--- src/rtl/pong_pkg.sv ---
// -----------------------------------------------------------------------------
// pong_pkg
// Shared types and constants for the two-player pong engine.
//   pong_state_e : rally state machine states (SERVE, PLAY, MISS)
//   COORD_W      : pixel coordinate width (10 bits covers 640x480)
//   EXT_W        : widened coordinate width used for all comparisons, so that
//                  sums such as y + BALL_SZ never wrap
//   DEF_*_RGB    : default colours for ball, paddles and background
//   pong_dbg_t   : observation struct exported by the top for checkers
// -----------------------------------------------------------------------------
package pong_pkg;

  localparam int COORD_W = 10;
  localparam int EXT_W   = COORD_W + 1;

  typedef enum logic [1:0] {
    SERVE = 2'd0,
    PLAY  = 2'd1,
    MISS  = 2'd2
  } pong_state_e;

  localparam logic [2:0] DEF_BALL_RGB = 3'b100;
  localparam logic [2:0] DEF_PAD_RGB  = 3'b010;
  localparam logic [2:0] DEF_BG_RGB   = 3'b000;

  // Snapshot of the engine's internal state. dx_neg/dy_neg are the sign bits
  // of the ball velocity; the magnitude is always BALL_V.
  typedef struct packed {
    pong_state_e        state;
    logic [COORD_W-1:0] ball_x;
    logic [COORD_W-1:0] ball_y;
    logic               dx_neg;
    logic               dy_neg;
    logic [COORD_W-1:0] lpad_top;
    logic [COORD_W-1:0] rpad_top;
  } pong_dbg_t;

  // Zero-extend a coordinate to the comparison width.
  function automatic logic [EXT_W-1:0] ext(input logic [COORD_W-1:0] v);
    return {1'b0, v};
  endfunction

endpackage

--- src/rtl/pong_paddle_ctrl.sv ---
// -----------------------------------------------------------------------------
// pong_paddle_ctrl
// One vertical paddle: top-row register moved by up/down buttons once per
// frame, plus the pixel hit test for rendering. Horizontal placement is fixed
// by PAD_X.
//   clk, reset     : clock, synchronous active-low reset
//   refr_tick      : once-per-frame motion strobe
//   btn_up/down    : level buttons; both pressed means no motion
//   pix_x, pix_y   : current pixel
//   top            : paddle top row
//   pad_on         : current pixel lies on the paddle
// -----------------------------------------------------------------------------
module pong_paddle_ctrl
  import pong_pkg::*;
#(
  parameter int V_RES = 480,
  parameter int PAD_H = 72,
  parameter int PAD_W = 4,
  parameter int PAD_V = 4,
  parameter int PAD_X = 32
) (
  input  logic               clk,
  input  logic               reset,
  input  logic               refr_tick,
  input  logic               btn_up,
  input  logic               btn_down,
  input  logic [COORD_W-1:0] pix_x,
  input  logic [COORD_W-1:0] pix_y,
  output logic [COORD_W-1:0] top,
  output logic               pad_on
);

  localparam logic [COORD_W-1:0] TOP0 = COORD_W'((V_RES - PAD_H) / 2);
  localparam logic [COORD_W-1:0] STEP = COORD_W'(PAD_V);
  localparam logic [EXT_W-1:0]   VR_E = EXT_W'(V_RES);
  localparam logic [EXT_W-1:0]   PH_E = EXT_W'(PAD_H);
  localparam logic [EXT_W-1:0]   PW_E = EXT_W'(PAD_W);
  localparam logic [EXT_W-1:0]   PX_E = EXT_W'(PAD_X);

  logic [EXT_W-1:0] top_e;
  assign top_e = ext(top);

  // A step that would cross either screen edge is dropped entirely rather
  // than clamped, so the paddle always sits on a multiple of PAD_V from TOP0.
  always_ff @(posedge clk) begin
    if (!reset) begin
      top <= TOP0;
    end else if (refr_tick) begin
      if (btn_up && !btn_down && (top_e >= ext(STEP))) begin
        top <= top - STEP;
      end else if (btn_down && !btn_up && (top_e + PH_E + ext(STEP) <= VR_E)) begin
        top <= top + STEP;
      end
    end
  end

  assign pad_on = (ext(pix_x) >= PX_E) && (ext(pix_x) < PX_E + PW_E) &&
                  (ext(pix_y) >= top_e) && (ext(pix_y) < top_e + PH_E);

endmodule

--- src/rtl/pong_duel_engine.sv ---
// -----------------------------------------------------------------------------
// pong_duel_engine
// Two-player pong: two paddles, one ball, SERVE/PLAY/MISS rally state machine,
// per-player scores and a registered RGB pixel output.
//   clk, reset   : clock, synchronous active-low reset
//   btn[3:0]     : {r_down, r_up, l_down, l_up}, level, debounced
//   video_on     : visible-area flag from vga_sync
//   p_tick       : pixel enable from vga_sync
//   pix_x, pix_y : current pixel
//   graph_rgb    : pixel colour, registered on p_tick (one pixel latency)
//   score_l/_r   : player scores, wrapping after SCORE_MAX
//   point_pulse  : one-cycle pulse per point scored
//   dbg          : state/ball/paddle snapshot
// All motion happens on refr_tick, the first pixel tick of line V_RES+1.
// -----------------------------------------------------------------------------
module pong_duel_engine
  import pong_pkg::*;
#(
  parameter int H_RES        = 640,
  parameter int V_RES        = 480,
  parameter int RGB_W        = 3,
  parameter int PAD_H        = 72,
  parameter int PAD_W        = 4,
  parameter int PAD_V        = 4,
  parameter int LPAD_X       = 32,
  parameter int RPAD_X       = 600,
  parameter int BALL_SZ      = 8,
  parameter int BALL_V       = 2,
  parameter int SERVE_FRAMES = 60,
  parameter int SCORE_MAX    = 9,
  parameter logic [RGB_W-1:0] BALL_RGB = RGB_W'(DEF_BALL_RGB),
  parameter logic [RGB_W-1:0] PAD_RGB  = RGB_W'(DEF_PAD_RGB),
  parameter logic [RGB_W-1:0] BG_RGB   = RGB_W'(DEF_BG_RGB)
) (
  input  logic               clk,
  input  logic               reset,
  input  logic [3:0]         btn,
  input  logic               video_on,
  input  logic               p_tick,
  input  logic [COORD_W-1:0] pix_x,
  input  logic [COORD_W-1:0] pix_y,
  output logic [RGB_W-1:0]   graph_rgb,
  output logic [3:0]         score_l,
  output logic [3:0]         score_r,
  output logic               point_pulse,
  output pong_dbg_t          dbg
);

  localparam int                 CNT_W    = $clog2(SERVE_FRAMES + 1);
  localparam logic [CNT_W-1:0]   CNT_LAST = CNT_W'(SERVE_FRAMES - 1);
  localparam logic [COORD_W-1:0] BALL_X0  = COORD_W'((H_RES - BALL_SZ) / 2);
  localparam logic [COORD_W-1:0] BALL_Y0  = COORD_W'((V_RES - BALL_SZ) / 2);
  localparam logic [COORD_W-1:0] STEP     = COORD_W'(BALL_V);
  localparam logic [EXT_W-1:0]   HR_E     = EXT_W'(H_RES);
  localparam logic [EXT_W-1:0]   VR_E     = EXT_W'(V_RES);
  localparam logic [EXT_W-1:0]   BS_E     = EXT_W'(BALL_SZ);
  localparam logic [EXT_W-1:0]   BV_E     = EXT_W'(BALL_V);
  localparam logic [EXT_W-1:0]   LX_E     = EXT_W'(LPAD_X);
  localparam logic [EXT_W-1:0]   RX_E     = EXT_W'(RPAD_X);
  localparam logic [EXT_W-1:0]   PW_E     = EXT_W'(PAD_W);
  localparam logic [EXT_W-1:0]   PH_E     = EXT_W'(PAD_H);
  localparam logic [3:0]         SMAX     = 4'(SCORE_MAX);

  pong_state_e        state, state_n;
  logic [CNT_W-1:0]   cnt, cnt_n;
  logic [COORD_W-1:0] ball_x, ball_y, ball_x_n, ball_y_n;
  logic               dx_neg, dy_neg, dx_neg_n, dy_neg_n;
  logic [3:0]         score_l_n, score_r_n;
  logic               pulse_n;
  logic [COORD_W-1:0] lpad_top, rpad_top;
  logic               lpad_on, rpad_on, ball_on;
  logic               refr_tick;
  logic [EXT_W-1:0]   bx_e, by_e, lt_e, rt_e;
  logic               l_hit, r_hit;

  assign refr_tick = p_tick && (pix_y == COORD_W'(V_RES + 1)) && (pix_x == '0);

  pong_paddle_ctrl #(
    .V_RES(V_RES), .PAD_H(PAD_H), .PAD_W(PAD_W), .PAD_V(PAD_V), .PAD_X(LPAD_X)
  ) u_lpad (
    .clk(clk), .reset(reset), .refr_tick(refr_tick),
    .btn_up(btn[0]), .btn_down(btn[1]),
    .pix_x(pix_x), .pix_y(pix_y), .top(lpad_top), .pad_on(lpad_on)
  );

  pong_paddle_ctrl #(
    .V_RES(V_RES), .PAD_H(PAD_H), .PAD_W(PAD_W), .PAD_V(PAD_V), .PAD_X(RPAD_X)
  ) u_rpad (
    .clk(clk), .reset(reset), .refr_tick(refr_tick),
    .btn_up(btn[2]), .btn_down(btn[3]),
    .pix_x(pix_x), .pix_y(pix_y), .top(rpad_top), .pad_on(rpad_on)
  );

  assign bx_e = ext(ball_x);
  assign by_e = ext(ball_y);
  assign lt_e = ext(lpad_top);
  assign rt_e = ext(rpad_top);

  // Paddle contact uses the paddle positions from before this frame's move.
  // Left: ball's left edge inside the paddle's column. Right: ball's right
  // edge (x + BALL_SZ) inside the paddle's column.
  assign l_hit = (bx_e >= LX_E) && (bx_e <= LX_E + PW_E) &&
                 (by_e + BS_E > lt_e) && (by_e < lt_e + PH_E);
  assign r_hit = (bx_e + BS_E >= RX_E) && (bx_e + BS_E <= RX_E + PW_E) &&
                 (by_e + BS_E > rt_e) && (by_e < rt_e + PH_E);

  always_comb begin
    state_n   = state;
    cnt_n     = cnt;
    ball_x_n  = ball_x;
    ball_y_n  = ball_y;
    dx_neg_n  = dx_neg;
    dy_neg_n  = dy_neg;
    score_l_n = score_l;
    score_r_n = score_r;
    pulse_n   = 1'b0;
    if (refr_tick) begin
      unique case (state)
        SERVE: begin
          if (cnt == CNT_LAST) begin
            cnt_n   = '0;
            state_n = PLAY;
          end else begin
            cnt_n = cnt + CNT_W'(1);
          end
        end
        PLAY: begin
          if (by_e <= BV_E) begin
            dy_neg_n = 1'b0;
          end else if (by_e + BS_E >= VR_E - BV_E) begin
            dy_neg_n = 1'b1;
          end
          if (dx_neg && l_hit) begin
            dx_neg_n = 1'b0;
          end
          if (!dx_neg && r_hit) begin
            dx_neg_n = 1'b1;
          end
          // On a miss the ball freezes where it is; the next serve heads
          // toward the player who conceded.
          if (bx_e <= BV_E) begin
            score_r_n = (score_r == SMAX) ? 4'd0 : score_r + 4'd1;
            pulse_n   = 1'b1;
            dx_neg_n  = 1'b1;
            state_n   = MISS;
          end else if (bx_e + BS_E >= HR_E - BV_E) begin
            score_l_n = (score_l == SMAX) ? 4'd0 : score_l + 4'd1;
            pulse_n   = 1'b1;
            dx_neg_n  = 1'b0;
            state_n   = MISS;
          end else begin
            ball_x_n = dx_neg_n ? ball_x - STEP : ball_x + STEP;
            ball_y_n = dy_neg_n ? ball_y - STEP : ball_y + STEP;
          end
        end
        MISS: begin
          ball_x_n = BALL_X0;
          ball_y_n = BALL_Y0;
          dy_neg_n = 1'b0;
          cnt_n    = '0;
          state_n  = SERVE;
        end
        default: begin
          state_n = SERVE;
        end
      endcase
    end
  end

  always_ff @(posedge clk) begin
    if (!reset) begin
      state       <= SERVE;
      cnt         <= '0;
      ball_x      <= BALL_X0;
      ball_y      <= BALL_Y0;
      dx_neg      <= 1'b0;
      dy_neg      <= 1'b0;
      score_l     <= '0;
      score_r     <= '0;
      point_pulse <= 1'b0;
    end else begin
      state       <= state_n;
      cnt         <= cnt_n;
      ball_x      <= ball_x_n;
      ball_y      <= ball_y_n;
      dx_neg      <= dx_neg_n;
      dy_neg      <= dy_neg_n;
      score_l     <= score_l_n;
      score_r     <= score_r_n;
      point_pulse <= pulse_n;
    end
  end

  assign ball_on = (ext(pix_x) >= bx_e) && (ext(pix_x) <= bx_e + BS_E - EXT_W'(1)) &&
                   (ext(pix_y) >= by_e) && (ext(pix_y) <= by_e + BS_E - EXT_W'(1));

  // Ball is drawn over paddles; blanking forces black.
  always_ff @(posedge clk) begin
    if (!reset) begin
      graph_rgb <= '0;
    end else if (p_tick) begin
      if (!video_on) begin
        graph_rgb <= '0;
      end else if (ball_on) begin
        graph_rgb <= BALL_RGB;
      end else if (lpad_on || rpad_on) begin
        graph_rgb <= PAD_RGB;
      end else begin
        graph_rgb <= BG_RGB;
      end
    end
  end

  assign dbg = '{state: state, ball_x: ball_x, ball_y: ball_y,
                 dx_neg: dx_neg, dy_neg: dy_neg,
                 lpad_top: lpad_top, rpad_top: rpad_top};

endmodule

--- config.mk ---
export PLATFORM = sky130hd
export DESIGN_NAME = pong_duel_engine
export DESIGN_NICKNAME = d
export VERILOG_FILES = /design/src/rtl/pong_pkg.sv /design/src/rtl/pong_paddle_ctrl.sv /design/src/rtl/pong_duel_engine.sv
export SDC_FILE = /design/constraint.sdc
export NUM_CORES = 1
export LEC_CHECK = 0
export CORE_ASPECT_RATIO = 0.8
export CORE_MARGIN = 2
export CORE_UTILIZATION = 50
export DETAILED_ROUTE_END_ITERATION = 12
export PLACE_DENSITY = 0.72
export SYNTH_ARGS = -nofsm -noshare
export SYNTH_HDL_FRONTEND = slang
export SYNTH_SLANG_ARGS = --single-unit
--- constraint.sdc ---
create_clock -name clk -period 3.6 [get_ports clk]
set_input_delay 0.72 -clock clk [delete_from_list [all_inputs] [get_ports clk]]
set_output_delay 0.72 -clock clk [all_outputs]
set_load 0.01 [all_outputs]
==> results.yml, run 1 <==
drt:
  drcViolationCount: 0
  firstDrtPassIters: 5
  drt-total-wl_um: 19920
  via_per_inst: 5.805
  ant_nets: 0
  wl_per_cell_um: 17.34
  vias: 6670
  drt_iter0_drc: 569
floorplan:
  die_area_sq_mm: 0.01446
  core_sq_mm: 0.01301
  fp.dieH_um: 108.0
  placementRows: 37
  dieWidth_um: 134.0
  start_util_pct: 51.93
  ios: 84
synthesis:
  async_flop_share_pct: 0
  synth-simple-area-share_pct: 23.30
  synthCells: 854
  synth_area_sq_mm: 0.006755
  synth-edff-count: 0
  synth_compound_area_share_pct: 18.00
  synth_xor_xnor_area_share_pct: 9.168
  ys_types: 79
  synth_top_family_by_area: "adder cells"
  yosysSeqAreaShare_pct: 16.30
  ys_warn_count: 0
  avgSynthCellArea_sq_um: 7.910
  synthMuxAreaShare_pct: 2.297
  yosys_most_used_dff: "dfxtp_1"
  ys_ff_latch: 55
  synth-adder-area-share_pct: 24.82
cts:
  clock-sinks: 55
  cts_max_level: 2
  cts_buffers: 5
  cts_tree: "done"
  clkTransAtPathRegs_ns: 0.08
  cts_root_buf: "clkbuf_16"
  clk_latency_ns: 0.31
  clockBufferDepth: 2
setup_path:
  slowest_stage: "or4_1"
  crit_fanout: 6
  path_cells: "inv_1 > ha_1 > nor2_1 > nand2_1 > nand3_1 > o22ai_1 > a32oi_1 > xnor2_1 > ha_1 > a21o_1 > a221oi_1 > a211oi_1 > or4_1 > o21ai_1"
  cp_slowest_stage_delay_ns: 0.48
  cp-start-kind: "flop"
  worstSetupPathType: "flop to flop"
  required_ns: 3.84
  path_common_cell: "ha_1"
  worst_setup_path_end_kind: "flop"
  crit_arrival_ns: 3.63
final_layout:
  nNetsFinal: 1135
  stdcell_area_sq_mm: 0.008239
  utilization_pct: 63.34
  multi_input_comb_area_sq_mm: 0.005298
  register_area_sq_mm: 0.001104
  antenna-diode-count: 0
  syn_to_final_growth_pct: 21.97
  num-fill-cells: 1183
  final_layout_size_suffix_gt1_share_pct: 10.88
sta:
  setup_viol: 0
  fin_skew_ns: 0.01023
  fin_crit_sh_pct: 93.94
  tightest_slew_ns: 0.7379
  hold_viol: 0
  whs_ns: 0.4978
  rsz0062_at_grt: "no"
  timing.final.max_slew_violations: 0
  relSlewSlack_pct: 50.73
  max_freq_mhz: 295.7
  period_minus_slack_ns: 3.382
  fin_tns_setup_ns: 0
grt:
  grt_pass1_vias: 6077
  grt.overflow.total: 0
  grt_pass1_wl_um: 31490
  grt_start_max_net_pins: 25
  antenna_found_initial: 0
  grtUsageTotal_pct: 27.38
placement:
  hpwl_um: 15960
  placed_cell_area_sq_mm: 0.008050
  gp_congestion: 0.9472
  port_buffers: 76
job:
  drv_cap: 0
power_and_ir_drop:
  ir_worst_vdd_v: 0.0001872
  total_power_mw: 1.324
  cellLeakagePower_nw: 3.442
  p_per_area_mw_per_mm2: 160.8
status:
  outcome: "complete, no violations"
hold_path:
  hold_class: "flop to flop"
cell usage in the layout (no fill, tap or decap), types with 4 or more instances in the layout:
cell             count
nand2_1             76
and2_1              12
xor2_1              19
nand3_1             36
clkbuf_16            5
nand4_1             18
or4_1                4
nand2b_1             7
and3_1               9
buf_4               65
clkdlybuf4s50_1     76
conb_1               7
inv_1               51
o21ai_0             51
a21oi_1             45
nor4_1              11
dfxtp_1             53
o21a_1               8
inv_2                5
o21bai_1             4
ha_1               133
nor3_1              27
o31ai_1              4
or3_1               15
a31oi_1              8
nand3b_1             5
o21ai_1             11
nor2b_1             12
mux2i_1             11
a21o_1               9
a32oi_1              5
nor2_1              44
a21boi_0             4
a211oi_1             4
nor3b_1              5
xnor2_1             46
xnor2_2              4
what timing repair did:
item,CTS,global route
setup endpoints to repair,0,7
resized for setup,0,7
buffers inserted,0,0
hold buffers,0,0
power breakdown:
group	internal (mW)	switching [mW]	total [mW]
combinational	0.0803	0.0937	0.174
sequential	0.608	0.000115	0.608
clock	0.271	0.272	0.543
total	0.959	0.366	1.32
layout make-up:
class / instances / area share, %
multi-input cells: 713 / 64.30
well taps: 175 / 2.658
clock inverters: 3 / 0.3797
inverters: 57 / 2.597
repair buffers: 141 / 15.16
clock buffers: 5 / 1.519
flip-flops and latches: 55 / 13.39
cells in the mapped netlist, drive strengths merged, types with 5 or more instances:
master	instances	area, sq um
mux2i	11	110.1
a31oi	10	83.83
nor2b	12	75.07
and2	12	75.07
a21oi	48	247.7
nor3b	7	62.56
o21ai	62	310.3
a21o	9	67.56
inv	56	210.2
or3	16	105.1
xnor2	50	452.9
nand4	18	112.6
a21boi	7	52.55
nand3	37	190.2
nand3b	5	37.54
o21a	8	60.06
nand2	76	285.3
nand2b	7	43.79
a32oi	5	43.79
dfxtp	55	1101
and3	9	56.30
nor3	30	165.2
buf	25	157.6
nor4	12	81.33
ha	134	1677
xor2	19	166.4
nor2	44	165.2
clkbuf	10	37.54
flip-flops by register name, summed over array words and instances, names as in the netlist:
name / cells
graph_rgb: 2
dx_neg: 1
point_pulse: 1
score_l: 4
state: 2
ball_x: 9
u_lpad.top: 8
cnt: 6
ball_y: 9
score_r: 4
u_rpad.top: 8
dy_neg: 1
per-stage QoR:
step           cells  worst slack (ns)
2_1_floorplan    860            0.1334
3_3_place_gp    1141            0.2368
3_5_place_dp    1141            0.1388
4_1_cts         1149            0.1217
5_1_grt         1149          0.003512
6_report        1149            0.2181
logic make-up (layout without fill, tap and decap cells):
| logic type | after synthesis | after routing |
|---|---|---|
| AO/OA/AOI/OAI | 189 | 189 |
| XOR/XNOR | 69 | 69 |
| adder cells (fa/ha/maj) | 134 | 134 |
| buffers and inverters | 92 | 206 |
| flip-flops | 55 | 55 |
| multiplexers | 15 | 15 |
| other | 1 | 7 |
| AND/OR/NAND/NOR | 299 | 299 |
critical path, delay by kind of cell, from the launching register on:
family / cells / cell delay [ns]
adders and majority gates: 2 / 0.63
buffers and inverters: 1 / 0.15
and+or+nand+nor: 4 / 0.94
xor gates and xnor gates: 1 / 0.16
AOI/OAI and AO/OA: 6 / 0.95
DFF: 1 / 0.47
worst paths after layout:
kind	slack, ns	startpoint	to	depth (start not counted)
setup reg to reg	0.22	ball_x[3]	graph_rgb[2]	14
hold / removal	0.50	cnt[5]	cnt[5]	2
setup / recovery	0.22	ball_x[3]	graph_rgb[2]	14
hold reg to reg	0.50	cnt[5]	cnt[5]	2
layer usage:
layer / vias to the layer above / part of all wire (%) / GRT usage, %
met5: - / 0 / 0
met4: 0 / 2.4 / 7.067
met3: 35 / 9.7 / 6.001
met2: 269 / 38 / 38.32
met1: 3072 / 49 / 41.79
li1: 3294 / - / -
Power figures use the tool's default switching activity.
==> run 2, diff against run 1 <==
CORE_UTILIZATION = 40   (was 50)
PLACE_DENSITY = 0.59   (was 0.72)
SLEW_MARGIN = 20   (was default)
==> run 2 against run 1 <==
Combinational power hardly changed. Sequential share of layout area decreased by 0.13 points. Total power increased by 0.89%. Sequential cell count is the same. Largest cell class unchanged. Non-clock buffer count rose by 5. Utilization down 13 points. Die area rose by 24%. Clock power up 2%.
==> results.yml, run 2 (synthesized netlist as in run 1, its figures left out) <==
power_and_ir_drop:
  p_sw_mw: 0.3766
  internal-power_mw: 0.9597
  combPwrFrac_pct: 13.0
  p_sw_share_pct: 28.18
  total_power_mw: 1.336
  clkPwrFrac_pct: 41.5
  ir_worst_vdd_v: 0.0001712
  p_per_area_mw_per_mm2: 160.5
  cellLeakagePower_nw: 3.461
  seqPwrFrac_pct: 45.5
sta:
  setup_viol: 0
  timing.final.max_slew_violations: 0
  rsz0062_at_grt: "no"
  relSlewSlack_pct: 48.97
  tightest_slew_ns: 0.7654
  period_minus_slack_ns: 3.381
  fin_tns_setup_ns: 0
  fin_crit_sh_pct: 93.92
  max_freq_mhz: 295.7
  hold_viol: 0
  fin_skew_ns: 0.006844
final_layout:
  utilization_pct: 50.30
  final_layout_size_suffix_gt1_share_pct: 11.24
  antenna-diode-count: 0
  nNetsFinal: 1140
  stdcell_area_sq_mm: 0.008327
  stdcell_count: 1199
  final_cell_mix: "ha_1 (133), nand2_1 (76), clkdlybuf4s50_1 (76)"
  top_regs: "ball_x (9), ball_y (9)"
  syn_to_final_growth_pct: 23.26
  layout_commonest_cell: "ha_1"
  num-fill-cells: 1649
drt:
  wl_per_cell_um: 17.01
  drt_iter0_drc: 431
  firstDrtPassIters: 4
  drcViolationCount: 0
  vias: 6469
  via_per_inst: 5.395
  ant_nets: 0
  drt-total-wl_um: 20400
setup_path:
  slowest_stage: "dfxtp_1"
  path_cells: "ha_1 > a21oi_1 > xnor2_2 > inv_1 > ha_1 > o21a_1 > o21ai_0 > a31oi_1 > o21ai_1 > a31oi_1 > a31oi_4 > mux2_2 > or3_1 > nand3_1"
  worst_setup_path_end_kind: "flop"
  cp_slowest_stage_delay_ns: 0.40
  cp-start-kind: "flop"
  crit_arrival_ns: 3.65
  required_ns: 3.87
  crit_fanout: 7
  worstSetupPathType: "flop to flop"
floorplan:
  dieWidth_um: 149.3
  fp.dieH_um: 120.2
  die_area_sq_mm: 0.01795
  ios: 84
  core_sq_mm: 0.01655
  placementRows: 42
  start_util_pct: 40.81
cts:
  clock-sinks: 55
  clkTransAtPathRegs_ns: 0.08
  cts_root_buf: "clkbuf_16"
  post_cts_resized: 0
  cts_buffers: 5
  cts_max_level: 2
  cts_setup_buffers: 0
  cts_tree: "done"
  clk_latency_ns: 0.32
  clockBufferDepth: 2
  cts_hold_buf: 0
grt:
  grtUsageTotal_pct: 23.03
  antenna_found_initial: 0
  grt_start_max_net_pins: 38
  grt.overflow.total: 0
  grt_pass1_wl_um: 32410
  grt_pass1_vias: 5949
placement:
  port_buffers: 76
  dp_cells: 1191
  gp_congestion: 0.9198
  placed_cell_area_sq_mm: 0.008157
  hpwl_um: 16410
hold_path:
  hold_class: "flop to flop"
status:
  outcome: "complete, no violations"
job:
  drv_cap: 0
## run 2: changes by cell type in the layout (fill, tap and decap cells not counted)
cell     previous run  this run
a21oi_2             3         2
nor4_4              1         0
a21oi_1            45        46
xnor2_1            46        47
nor4_2              0         1
xnor2_2             4         3
dfxtp_2             2         3
buf_4              65        69
buf_12              0         1
dfxtp_1            53        52
## run 2: through the flow
step | hold WS (ns) | setup slack, ns
after global routing | 0.5209 | 0.02903
after global placement | 0.4780 | 0.2399
after detailed placement | 0.4810 | 0.1739
final | 0.4928 | 0.2187
after floorplan | 0.4552 | 0.1334
after CTS | 0.4967 | 0.1955
## run 2: cell type report
cell class | count | area [sq um] | area share [%]
clock buffer | 5 | 125.1 | 1.503
clock inverter | 3 | 31.28 | 0.3757
inverter | 57 | 214.0 | 2.569
multi-input combinational | 713 | 5278 | 63.38
sequential | 55 | 1105 | 13.27
tap | 220 | 275.3 | 3.306
timing repair buffer | 146 | 1299 | 15.60
## run 2: layer usage
metal  vias up  track usage (%)  routed length, um
met5         -                0                  0
met4         0            4.286                167
met3        13            3.509               1208
met2       195            32.83               8219
met1      2942            36.26              10800
li1       3319                -                  -
## run 2: final timing paths
path	slack, ns	end	startpoint	cells after the start
max reg2reg	0.22	ball_x[5]	u_rpad.top[4]	14
max	0.22	ball_x[5]	u_rpad.top[4]	14
min reg2reg	0.49	cnt[5]	cnt[5]	2
min	0.49	cnt[5]	cnt[5]	2
## run 2: power groups by stage
stage | Clock (mW) | Combinational, mW | Sequential, mW
2_1_floorplan | 0 | 0.0879 | 0.622
6_report | 0.554 | 0.174 | 0.608
3_5_place_dp | 0 | 0.172 | 0.622
3_3_place_gp | 0 | 0.170 | 0.622
4_1_cts | 0.571 | 0.173 | 0.608
5_1_grt | 0.595 | 0.195 | 0.608
## run 2: worst max-delay path: cells and delay by family (launching register included)
kind | cells | cell delay (ns)
compound gates | 7 | 1.38
xor+xnor | 1 | 0.17
fa+ha+maj | 2 | 0.54
buf+inv | 1 | 0.08
flops | 1 | 0.40
mux | 1 | 0.37
simple gates | 2 | 0.38
